**config.mk**
```make
export PLATFORM = sky130hd
export DESIGN_NAME = multicycle_control_fsm
export DESIGN_NICKNAME = d
export VERILOG_FILES = /design/src/rtl/multicycle_control_fsm.sv
export SDC_FILE = /design/constraint.sdc
export NUM_CORES = 1
export LEC_CHECK = 0
export ABC_AREA = 0
export CAP_MARGIN = 0
export CORE_ASPECT_RATIO = 0.7
export CORE_MARGIN = 2
export CORE_UTILIZATION = 49
export CTS_CLUSTER_DIAMETER = 100
export CTS_CLUSTER_SIZE = 30
export DETAILED_ROUTE_END_ITERATION = 8
export PLACE_DENSITY_LB_ADDON = 0.15
export SETUP_SLACK_MARGIN = 0.15
export SLEW_MARGIN = 20
export SYNTH_ARGS = -nofsm -noshare
export SYNTH_HDL_FRONTEND = slang
export SYNTH_SLANG_ARGS = --single-unit
export TNS_END_PERCENT = 1
```
**constraint.sdc**
```tcl
create_clock -name clk -period 2.5 [get_ports clk]
set_clock_uncertainty 0.05 [all_clocks]
set_input_delay 0.5 -clock clk [delete_from_list [all_inputs] [get_ports clk]]
set_output_delay 0.5 -clock clk [all_outputs]
set_load 0.1 [all_outputs]
```
**src/rtl/multicycle_control_fsm.sv**
```systemverilog
// Multi-cycle DLX sequencing controller: owns phase timing and per-phase write strobes.
// Optional performance counters are built when MCF_PERF_CNT_EN is defined.
//
// state      | meaning
// FETCH      | latch IR, PC += 4
// DECODE     | classify latched opcode, trap unknown opcodes
// EXECUTE    | jumps/branches retire here, FPU multiply starts here
// FPU_WAIT   | count down the remaining FPU multiply latency
// MEM        | hold data-memory request until mem_ready
// WRITEBACK  | register-file write and retirement
module multicycle_control_fsm #(
    parameter int FPU_LATENCY = 4,
    parameter int LAT_W       = 4,
    parameter int CNT_W       = 32
) (
    input  logic        clk,
    input  logic        reset,
    input  logic [0:31] instruction,
    input  logic        stall,
    input  logic        mem_ready,
    input  logic        branch_cond,
    output logic        IR_WR,
    output logic        PC_WR,
    output logic        PC_TGT_WR,
    output logic        FPU_START,
    output logic        MEM_RD_EN,
    output logic        MEM_WR_EN,
    output logic        REG_WR_EN,
    output logic        F_REG_WR_EN,
    output logic        instr_done,
    output logic        illegal_instr,
    output logic [0:2]  state
`ifdef MCF_PERF_CNT_EN
    ,
    output logic [CNT_W-1:0] cycle_count,
    output logic [CNT_W-1:0] instr_count
`endif
);

    typedef enum logic [2:0] {
        S_FETCH     = 3'd0,
        S_DECODE    = 3'd1,
        S_EXECUTE   = 3'd2,
        S_FPU_WAIT  = 3'd3,
        S_MEM       = 3'd4,
        S_WRITEBACK = 3'd5
    } state_t;

    localparam logic [LAT_W-1:0] LP_LAT_LOAD  = LAT_W'(FPU_LATENCY - 1);
    localparam bit               LP_SKIP_WAIT = (FPU_LATENCY <= 1);

    if (FPU_LATENCY < 1 || FPU_LATENCY > 15 || FPU_LATENCY > (2 ** LAT_W) || CNT_W < 1)
    begin : g_param_check
        $error("multicycle_control_fsm: illegal FPU_LATENCY/LAT_W/CNT_W");
    end

    state_t           r_state, w_state_nxt;
    logic [LAT_W-1:0] r_cnt, w_cnt_nxt;
    logic [5:0]       r_opcode, r_func;

    logic w_is_alu, w_is_fpu, w_is_jmp, w_is_link, w_is_br, w_is_imm;
    logic w_is_load, w_is_store, w_legal, w_fpu_mul;
    logic w_alu_int_wr, w_wr_fp, w_wr_int;
    logic w_unused;

    // Only opcode and func fields matter for sequencing.
    assign w_unused = ^instruction[6:25];

    assign w_is_alu   = (r_opcode == 6'h00);
    assign w_is_fpu   = (r_opcode == 6'h01);
    assign w_is_jmp   = (r_opcode == 6'h02) || (r_opcode == 6'h12);
    assign w_is_link  = (r_opcode == 6'h03) || (r_opcode == 6'h13);
    assign w_is_br    = (r_opcode == 6'h04) || (r_opcode == 6'h05);
    assign w_is_imm   = ((r_opcode >= 6'h08) && (r_opcode <= 6'h0F)) ||
                        ((r_opcode >= 6'h14) && (r_opcode <= 6'h1D));
    assign w_is_load  = (r_opcode >= 6'h20) && (r_opcode <= 6'h26);
    assign w_is_store = (r_opcode >= 6'h28) && (r_opcode <= 6'h2E);
    assign w_legal    = w_is_alu || w_is_fpu || w_is_jmp || w_is_link || w_is_br ||
                        w_is_imm || w_is_load || w_is_store;

    // FP function codes MULT (0x0E) and MULTU (0x16) use the multi-cycle multiplier.
    assign w_fpu_mul  = w_is_fpu && ((r_func == 6'h0E) || (r_func == 6'h16));

    always_comb begin
        case (r_func)
            6'h04, 6'h06, 6'h07,
            6'h20, 6'h21, 6'h22, 6'h23, 6'h24, 6'h25, 6'h26,
            6'h28, 6'h29, 6'h2A, 6'h2B, 6'h2C, 6'h2D,
            6'h34:   w_alu_int_wr = 1'b1;
            default: w_alu_int_wr = 1'b0;
        endcase
    end

    assign w_wr_fp  = w_is_fpu || (r_opcode == 6'h26) || (w_is_alu && (r_func == 6'h35));
    assign w_wr_int = (w_is_alu && w_alu_int_wr) || w_is_imm ||
                      (w_is_load && (r_opcode != 6'h26));

    always_comb begin
        w_state_nxt   = r_state;
        w_cnt_nxt     = r_cnt;
        IR_WR         = 1'b0;
        PC_WR         = 1'b0;
        PC_TGT_WR     = 1'b0;
        FPU_START     = 1'b0;
        MEM_RD_EN     = 1'b0;
        MEM_WR_EN     = 1'b0;
        REG_WR_EN     = 1'b0;
        F_REG_WR_EN   = 1'b0;
        instr_done    = 1'b0;
        illegal_instr = 1'b0;
        if (!reset && !stall) begin
            case (r_state)
                S_FETCH: begin
                    IR_WR       = 1'b1;
                    PC_WR       = 1'b1;
                    w_state_nxt = S_DECODE;
                end
                S_DECODE: begin
                    if (!w_legal) begin
                        illegal_instr = 1'b1;
                        w_state_nxt   = S_FETCH;
                    end else begin
                        w_state_nxt   = S_EXECUTE;
                    end
                end
                S_EXECUTE: begin
                    if (w_is_jmp || w_is_link) begin
                        PC_TGT_WR   = 1'b1;
                        REG_WR_EN   = w_is_link;
                        instr_done  = 1'b1;
                        w_state_nxt = S_FETCH;
                    end else if (w_is_br) begin
                        PC_TGT_WR   = branch_cond;
                        instr_done  = 1'b1;
                        w_state_nxt = S_FETCH;
                    end else if (w_fpu_mul) begin
                        FPU_START   = 1'b1;
                        w_cnt_nxt   = LP_LAT_LOAD;
                        w_state_nxt = LP_SKIP_WAIT ? S_WRITEBACK : S_FPU_WAIT;
                    end else if (w_is_load || w_is_store) begin
                        w_state_nxt = S_MEM;
                    end else begin
                        w_state_nxt = S_WRITEBACK;
                    end
                end
                S_FPU_WAIT: begin
                    // Exit on the cycle the decrement lands on zero: LATENCY-1 cycles here.
                    if (r_cnt <= LAT_W'(1)) begin
                        w_cnt_nxt   = '0;
                        w_state_nxt = S_WRITEBACK;
                    end else begin
                        w_cnt_nxt   = r_cnt - LAT_W'(1);
                    end
                end
                S_MEM: begin
                    MEM_RD_EN = w_is_load;
                    MEM_WR_EN = w_is_store;
                    if (mem_ready && w_is_store) begin
                        instr_done  = 1'b1;
                        w_state_nxt = S_FETCH;
                    end else if (mem_ready && w_is_load) begin
                        w_state_nxt = S_WRITEBACK;
                    end
                end
                S_WRITEBACK: begin
                    F_REG_WR_EN = w_wr_fp;
                    REG_WR_EN   = w_wr_int && !w_wr_fp;
                    instr_done  = 1'b1;
                    w_state_nxt = S_FETCH;
                end
                default: w_state_nxt = S_FETCH;
            endcase
        end
    end

    always_ff @(posedge clk) begin
        if (reset) begin
            r_state  <= S_FETCH;
            r_cnt    <= '0;
            r_opcode <= '0;
            r_func   <= '0;
        end else if (!stall) begin
            r_state <= w_state_nxt;
            r_cnt   <= w_cnt_nxt;
            if (IR_WR) begin
                r_opcode <= instruction[0:5];
                r_func   <= instruction[26:31];
            end
        end
    end

    assign state = r_state;

`ifdef MCF_PERF_CNT_EN
    logic [CNT_W-1:0] r_cycle_count, r_instr_count;

    always_ff @(posedge clk) begin
        if (reset) begin
            r_cycle_count <= '0;
            r_instr_count <= '0;
        end else if (!stall) begin
            r_cycle_count <= r_cycle_count + CNT_W'(1);
            if (instr_done) begin
                r_instr_count <= r_instr_count + CNT_W'(1);
            end
        end
    end

    assign cycle_count = r_cycle_count;
    assign instr_count = r_instr_count;
`endif

endmodule

```
* Yosys cells after proc, flatten, opt, wreduce, memory -nomap -nowiden
Memory sizes are Yosys's and may differ from the RTL's. A register that Yosys moved wholly into a read port is not among the register bits.
Index checks and enable logic that the tools add are counted.
** Word-level totals
- Flip-flop bits (word level) :: 19
- ROM bits :: 64
- Input port bits :: 37
- Output and inout bits :: 13
- Logic and storage cells :: 121
- Memories :: 1
** Memories
- (no name shown) :: depth 64, width 1, rd ports 1, clocked after memory_dff 1, write ports 0, RTL line 85 : case (r_func)
** Operators by class
- $add $sub $neg :: 1
- Order comparisons :: 9
- Eq/ne operators :: 22
- Muxes and demuxes :: 44
- Bitwise logic cells :: 1
- Reduce and logical (&&, ||, !) cells :: 39
** Operator list (number)
- two-way mux 1 bit :: 27
- == test 6 x 5 -> 1 bit, second input constant :: 3
- logical OR 1 bit :: 18
- two-way mux 3 bit :: 6
- two-way mux 4 bit :: 4
- one-hot mux 3 bit (5 select lines) :: 1
- == test 6 x 2 -> 1 bit, second input constant :: 2
- == test 6 x 3 -> 1 bit, second input constant :: 2
- == test 6 bit, second input constant :: 2
- greater-or-equal comparator 6 bit, second input constant :: 2
- <= comparator 6 bit, second input constant :: 2
- logical AND 1 bit :: 12
- two-way mux 6 bit :: 2
- inequality test 2 bit, second input constant :: 4
- one-hot mux 4 bit (2 select lines) :: 1
- == test 3 x 2 -> 1 bit, second input constant :: 2
- == test 3 bit, second input constant :: 2
- == test 6 x 1 -> 1 bit, second input constant :: 1
- == test 6 x 4 -> 1 bit, second input constant :: 1
- greater-or-equal comparator 6 x 4 -> 1 bit, second input constant :: 1
- greater-or-equal comparator 6 x 5 -> 1 bit, second input constant :: 1
- <= comparator 6 x 4 -> 1 bit, second input constant :: 1
- <= comparator 6 x 5 -> 1 bit, second input constant :: 1
- logical NOT 6 bit :: 1
- other kinds (15) :: 17

* Longest topological paths before layout
Gate-level depths: netlist of run 1.
- Depth in word-level cells :: 11
- Gate-level depth with buffers :: 6
- Depth with buffers taken out :: 6

* Worst setup path after synthesis of run 1
OpenSTA, ideal clock, no wires.
- Path type :: register to output
- Start point :: reg r_state[2] (netlist: state[0])
- End point :: out MEM_WR_EN
- Data arrival time :: 4.577 ns
- Required time :: 1.950 ns
- Slack :: -2.627 ns
- Cell stages (with the launch flop) :: 4
- Buffers on the path :: 1
- Cells stage by stage :: dfxtp_1 -> buf_2 -> nand2_1 -> nor4b_1
** Between the ends
- Word-level cells in the longest chain between the ends :: 3
** RTL lines
- start: declaration :: RTL line 57 : state_t r_state, w_state_nxt;
- start signal: assignment :: RTL line 183 : r_state <= w_state_nxt;
- == test 3 bit :: RTL line 112 : case (r_state)
- two-way mux 1 bit :: RTL line 112
- two-way mux 1 bit :: RTL line 111 : if (!reset && !stall) begin
- end: declaration :: RTL line 27 : output logic MEM_WR_EN,
No other way between the ends.

* Final worst setup path of run 1
- Start point :: in reset
- End point :: out instr_done
** Between the ends
- Word-level cells in the longest chain between the ends :: 3
** RTL lines
- start: declaration :: RTL line 17 : input logic reset,
- logical NOT 1 bit :: RTL line 111
- logical AND 1 bit :: RTL line 111
- two-way mux 1 bit :: RTL line 111
- end: declaration :: RTL line 30 : output logic instr_done,
No other way between the ends.

==> results of run 1 <==
## cell usage in the layout, fill, tap and decap left out, drive strengths merged, types with 2 or more instances in the layout
cell type	instances
a211oi	2
a21oi	26
a31oi	4
and2	2
and3	2
buf	42
clkbuf	4
clkdlybuf4s50	14
dfxtp	20
ha	2
inv	8
nand2	38
nand2b	2
nand3	2
nand3b	3
nand4b	2
nor2	13
nor2b	6
nor3	8
nor3b	5
nor4	5
nor4b	2
o21a	2
o21ai	6
o22ai	2
o32ai	3
or3	2
or4	2
or4b	2
## kinds of logic after synthesis
logic type	after synthesis	share of synthesized area (%)
adders and majority gates	2	1.72
AOI/OAI and AO/OA	55	24.5
buffers and inverters	22	7.06
DFF	20	27.5
and+or+nand+nor	100	38.6
xor gates and xnor gates	1	0.603
## layout make-up
type                       count  area share (%)
multi-input combinational    158            49.3
inverter                       8            1.31
timing repair buffer          58            25.9
tap                           36            1.97
sequential                    20            18.4
clock buffer                   3            1.81
clock inverter                 1            1.31
## synthesized netlist by cell type (all sizes together), types with 4 or more instances
cell	n
o21ai	6
a31oi	4
nor3b	5
a21oi	26
dfxtp	20
nand2	38
clkbuf	5
nor3	8
nor2	13
inv	8
nor4	5
nor2b	6
buf	9
## state kept, by name, summed over array words and instances, names as in the netlist
| register | flops |
|---|---|
| r_opcode | 6 |
| w_alu_int_wr | 1 |
| state | 3 |
| r_cnt | 4 |
| r_func | 6 |
## worst min-delay path, stage by stage (launching register included)
cell,delay [ps]
dfxtp_1,340
nand2_1,70
a21oi_1,50
## stage by stage
step           setup slack, ps  TNS (ps)  instance area, um^2
2_1_floorplan             -180      -907                 1620
3_3_place_gp              -123      -291                 2030
3_5_place_dp              -156      -397                 2030
4_1_cts                   58.1         0                 2220
5_1_grt                   42.3         0                 2290
6_report                  96.5         0                 2290
## metal layers
layer	up-vias	wire, um	global-route usage (%)	share of wire [%]
met4	0	172	8.50	3.5
met5	-	0	0	0
met2	110	2480	47.6	50
li1	824	-	-	-
met3	22	377	5.93	7.6
met1	832	1920	34.6	39
## how the worst min path moves through the flow
stage / from / slack, ps / depth (start not counted) / to
5_1_grt: r_func[3] / 480 / 2 / r_func[3]
3_3_place_gp: r_func[3] / 430 / 2 / r_func[3]
3_5_place_dp: r_func[3] / 440 / 2 / r_func[3]
6_report: r_func[3] / 450 / 2 / r_func[3]
2_1_floorplan: r_func[3] / 410 / 2 / r_func[3]
4_1_cts: r_func[3] / 450 / 2 / r_func[3]
## where the power goes
part / total (mW) / internal (mW) / switching, mW
registers: 0.396 / 0.344 / 0.0513
logic: 0.385 / 0.160 / 0.225
clock network: 0.333 / 0.214 / 0.119
total: 1.11 / 0.719 / 0.394
## repair_timing
item | in CTS | in global routing
endpoints found under the setup margin | 10 | 9
gates cloned | 0 | 0
pin swaps | 2 | 1
setup buffers | 14 | 5
gates resized for setup | 13 | 10
==> results_dict.tcl, run 1 <==
set metrics [dict create \
    io_pins 50 \
    routed_via_density 6.30 \
    antenna_left 0 \
    outcome "finished clean" \
    hold_violations 0 \
    cp_data_required_time_ps 1950 \
    syn2layout_area_growth_pct 57.2 \
    seqCellArea_um2 422 \
    grt_pass1_vias 1589 \
    antenna_found_initial 0 \
    fillCellCount 174 \
    ctsHoldBuffers 0 \
    worstRegToRegCells 5 \
    max_clock_freq_mhz 416 \
    syn_nets 239 \
    die_h_um 49.6 \
    start_util_pct 51.9 \
    drc 0 \
    clockBufferDepth 2 \
    dr.pass1.iters 4 \
    slew_violations 0 \
    crit_family "simple AND/OR/NAND/NOR gates" \
    numPortBuffers 29 \
    synth_top_area_cell "dfxtp_1" \
    startpoint "reset" \
    async_flop_share_pct 0 \
    grt_pass1_wl_um 7630 \
    cts_max_level 1 \
    ir_drop_mv 0.446 \
    cts_sinks 20 \
    cts_tree "yes" \
    maxSlewHeadroom_pct 69.2 \
    clk_pin_slew_ps 80 \
    hpwlAfterDp_um 3150 \
    worstPathMaxFanout 4 \
    final_util_pct 81.6 \
    hp-class "register to register" \
    worst_pin_slew_ps 462 \
    via_count 1788 \
    diodes 0 \
    wl_um 4940 \
    path_class "input pin to primary output" \
    drt_iter0_markers 123 \
    cpMaxStageDelayCell "or4_4" \
    cp-end-kind "primary output" \
    nNetsFinal 288 \
    yosysWarnings 0 \
    synth_edf_count 0 \
    crit_chain "buf_2, inv_2, nand2_2, or4_4, o32ai_4, buf_12" \
    synth_top_cell_area_share_pct 27.5 \
    dieArea_um2 3430 \
    hold_slack_ps 451 \
    slowest_delay_ps 560 \
    rows 16 \
    synth_seq_area_share_pct 27.5 \
    core_area_um2 2800 \
    grt_max_degree 21 \
    netlist_instances 200 \
    r2r_end "r_cnt[2]" \
    synthFlopType "dfxtp_1" \
    endpoint "instr_done" \
    period_share_pct 96.1 \
    drive_gt1_share_pct 34.7 \
    cap_violations 0 \
    synth.area.top_cells "dfxtp_1 (28%), nand2_1 (9.8%), a21oi_1 (8.6%), nor2_1 (3.4%), nor3_1 (2.8%)" \
    dp.cells 261 \
    rrSetupSlack_ps 510 \
    setup_violations 0 \
    arrival_ps 1850 \
    ys_types 51 \
    netlist_area_um2 1450 \
    track_usage_pct 27.6 \
    rsz0062_at_grt "true" \
    clock_latency_ps 260 \
    root_buffer "clkbuf_8" \
    wire_per_inst_um 17.4 \
    critPathLaunchType "input pin" \
    cts_buffers 3 \
    grt_overflow 0 \
    power_mw 1.11 \
    power_density_nw_per_um2 487 \
    layout.cells.non_filler 284 \
    critPathBufInv 3 \
    synth_seq_cells 20 \
    reg2reg_from "state[2]" \
    cellLeakagePower_nw 0.836 \
    synth.avg_cell_area_um2 7.27 \
    multiInputGateArea_um2 1130 \
    gp_congestion 0.867 \
    die_w_um 69.1 \
    min_period_ps 2400 \
    cp.depth 6 \
]
Note: power is estimated with default switching activity, not from simulation.
==> inputs of run 2 (changes only) <==
--- a/config.mk
+++ b/config.mk
@@ -8,7 +8,7 @@
 export ABC_AREA = 0
 export CAP_MARGIN = 0
 export CORE_ASPECT_RATIO = 0.7
-export CORE_MARGIN = 2
+export CORE_MARGIN = 8
 export CORE_UTILIZATION = 49
 export CTS_CLUSTER_DIAMETER = 100
 export CTS_CLUSTER_SIZE = 30
==> results_dict.tcl, run 2 (synthesized netlist as in run 1, its figures left out) <==
set metrics [dict create \
    cts_buffers 3 \
    cp-end-kind "primary output" \
    setup_violations 0 \
    cellLeakagePower_nw 0.766 \
    cts_tree "yes" \
    critPathLaunchType "register" \
    via_count 1637 \
    track_usage_pct 18.2 \
    drc 0 \
    cts_max_level 1 \
    drt_iter0_markers 191 \
    die_w_um 81.1 \
    diodes 0 \
    place_area_um2 2030 \
    arrival_ps 1830 \
    p_int_mw 0.702 \
    clk_pin_slew_ps 80 \
    hold_violations 0 \
    gp_congestion 0.908 \
    ir_drop_mv 0.481 \
    nNetsFinal 274 \
    rsz0062_at_grt "true" \
    outcome "finished clean" \
    grt_pass1_wl_um 7360 \
    worstPathMaxFanout 15 \
    fillCellCount 194 \
    maxSlewHeadroom_pct 74.8 \
    die_h_um 61.6 \
    largest_registers "r_func x6, r_opcode x6, r_cnt x4" \
    grt_pass1_vias 1577 \
    hpwlAfterDp_um 3280 \
    post-route-cell-area_um2 2170 \
    layout_commonest_cell "nand2_1" \
    antenna_left 0 \
    worst_pin_slew_ps 373 \
    max_clock_freq_mhz 421 \
    root_buffer "clkbuf_8" \
    grt_overflow 0 \
    power_mw 1.07 \
    hp-class "register to register" \
    syn2layout_area_growth_pct 49.1 \
    clkPwrFrac_pct 30.3 \
    clock_latency_ps 260 \
    drive_gt1_share_pct 30.8 \
    cp_data_required_time_ps 1950 \
    path_class "register to primary output" \
    antenna_found_initial 0 \
    slew_violations 0 \
    dr.pass1.iters 5 \
    clockBufferDepth 2 \
    mostFrequentLayoutCells "nand2_1 (36), a21oi_1 (23), buf_4 (18), clkdlybuf4s50_1 (14)" \
    core_area_um2 2800 \
    start_util_pct 51.9 \
    dp.cells 261 \
    io_pins 50 \
    power_density_nw_per_um2 496 \
    period_share_pct 95.1 \
    setup_ws_ps 123 \
    dieArea_um2 4990 \
    cap_violations 0 \
    hold_slack_ps 458 \
    layout.cells.non_filler 270 \
    numPortBuffers 29 \
    wl_um 4350 \
    wire_per_inst_um 16.1 \
    min_period_ps 2380 \
    pwr-share-seq_pct 36.9 \
    dp_slack_ps -127 \
    ctsHoldBuffers 0 \
    rows 16 \
    p_sw_mw 0.373 \
    grt_max_degree 21 \
    p_sw_share_pct 34.7 \
    pwr-share-comb_pct 32.8 \
    routed_via_density 6.06 \
    cts_sinks 20 \
]
-- run 2: area by class of cell --
cell class	count	area (um^2)	area share [%]
Clock inverter	1	30.0	1.38
Timing Repair Buffer	44	489	22.6
Inverter	8	30.0	1.38
Tap cell	36	45.0	2.08
Sequential cell	20	419	19.3
Multi-Input combinational cell	158	1110	51.4
Clock buffer	3	41.3	1.90
-- run 2: final timing paths --
| path | startpoint | end | slack [ps] | cells past startpoint |
|---|---|---|---|---|
| setup / recovery | state[0] | instr_done | 120 | 3 |
| hold reg to reg | r_func[3] | r_func[3] | 460 | 2 |
| hold / removal | r_func[3] | r_func[3] | 460 | 2 |
| setup reg to reg | state[2] | r_cnt[2] | 590 | 5 |
-- run 2: metal layers --
layer	track usage, %	routed length [um]
met1	24.0	1920
met4	4.30	25
met5	0	0
met3	3.79	304
met2	29.6	2100
-- run 2: power groups by stage --
stage | Combinational (mW) | Clock [mW] | Sequential [mW]
2_1_floorplan | 0.234 | 0 | 0.406
3_3_place_gp | 0.322 | 0 | 0.398
3_5_place_dp | 0.333 | 0 | 0.402
4_1_cts | 0.344 | 0.332 | 0.397
5_1_grt | 0.378 | 0.346 | 0.402
6_report | 0.352 | 0.326 | 0.397
-- run 2: through the flow --
step	TNS, ps	utilization, %
after detailed placement	-321	72.4
final	0	77.4
after global routing	0	77.4
after CTS	0	76.5
after floorplan	-907	-
after global placement	-291	72.4
-- run 2: timing repair --
action,in CTS,in global routing
buffers inserted,3,2
endpoints found under the setup margin,10,7
gates resized for setup,15,4
pin swaps,2,1
-- run 2: worst max-delay path: stages, from the launching register on --
cell,delay (ps)
dfxtp_4,410
or4_4,620
o32ai_4,320
buf_12,210
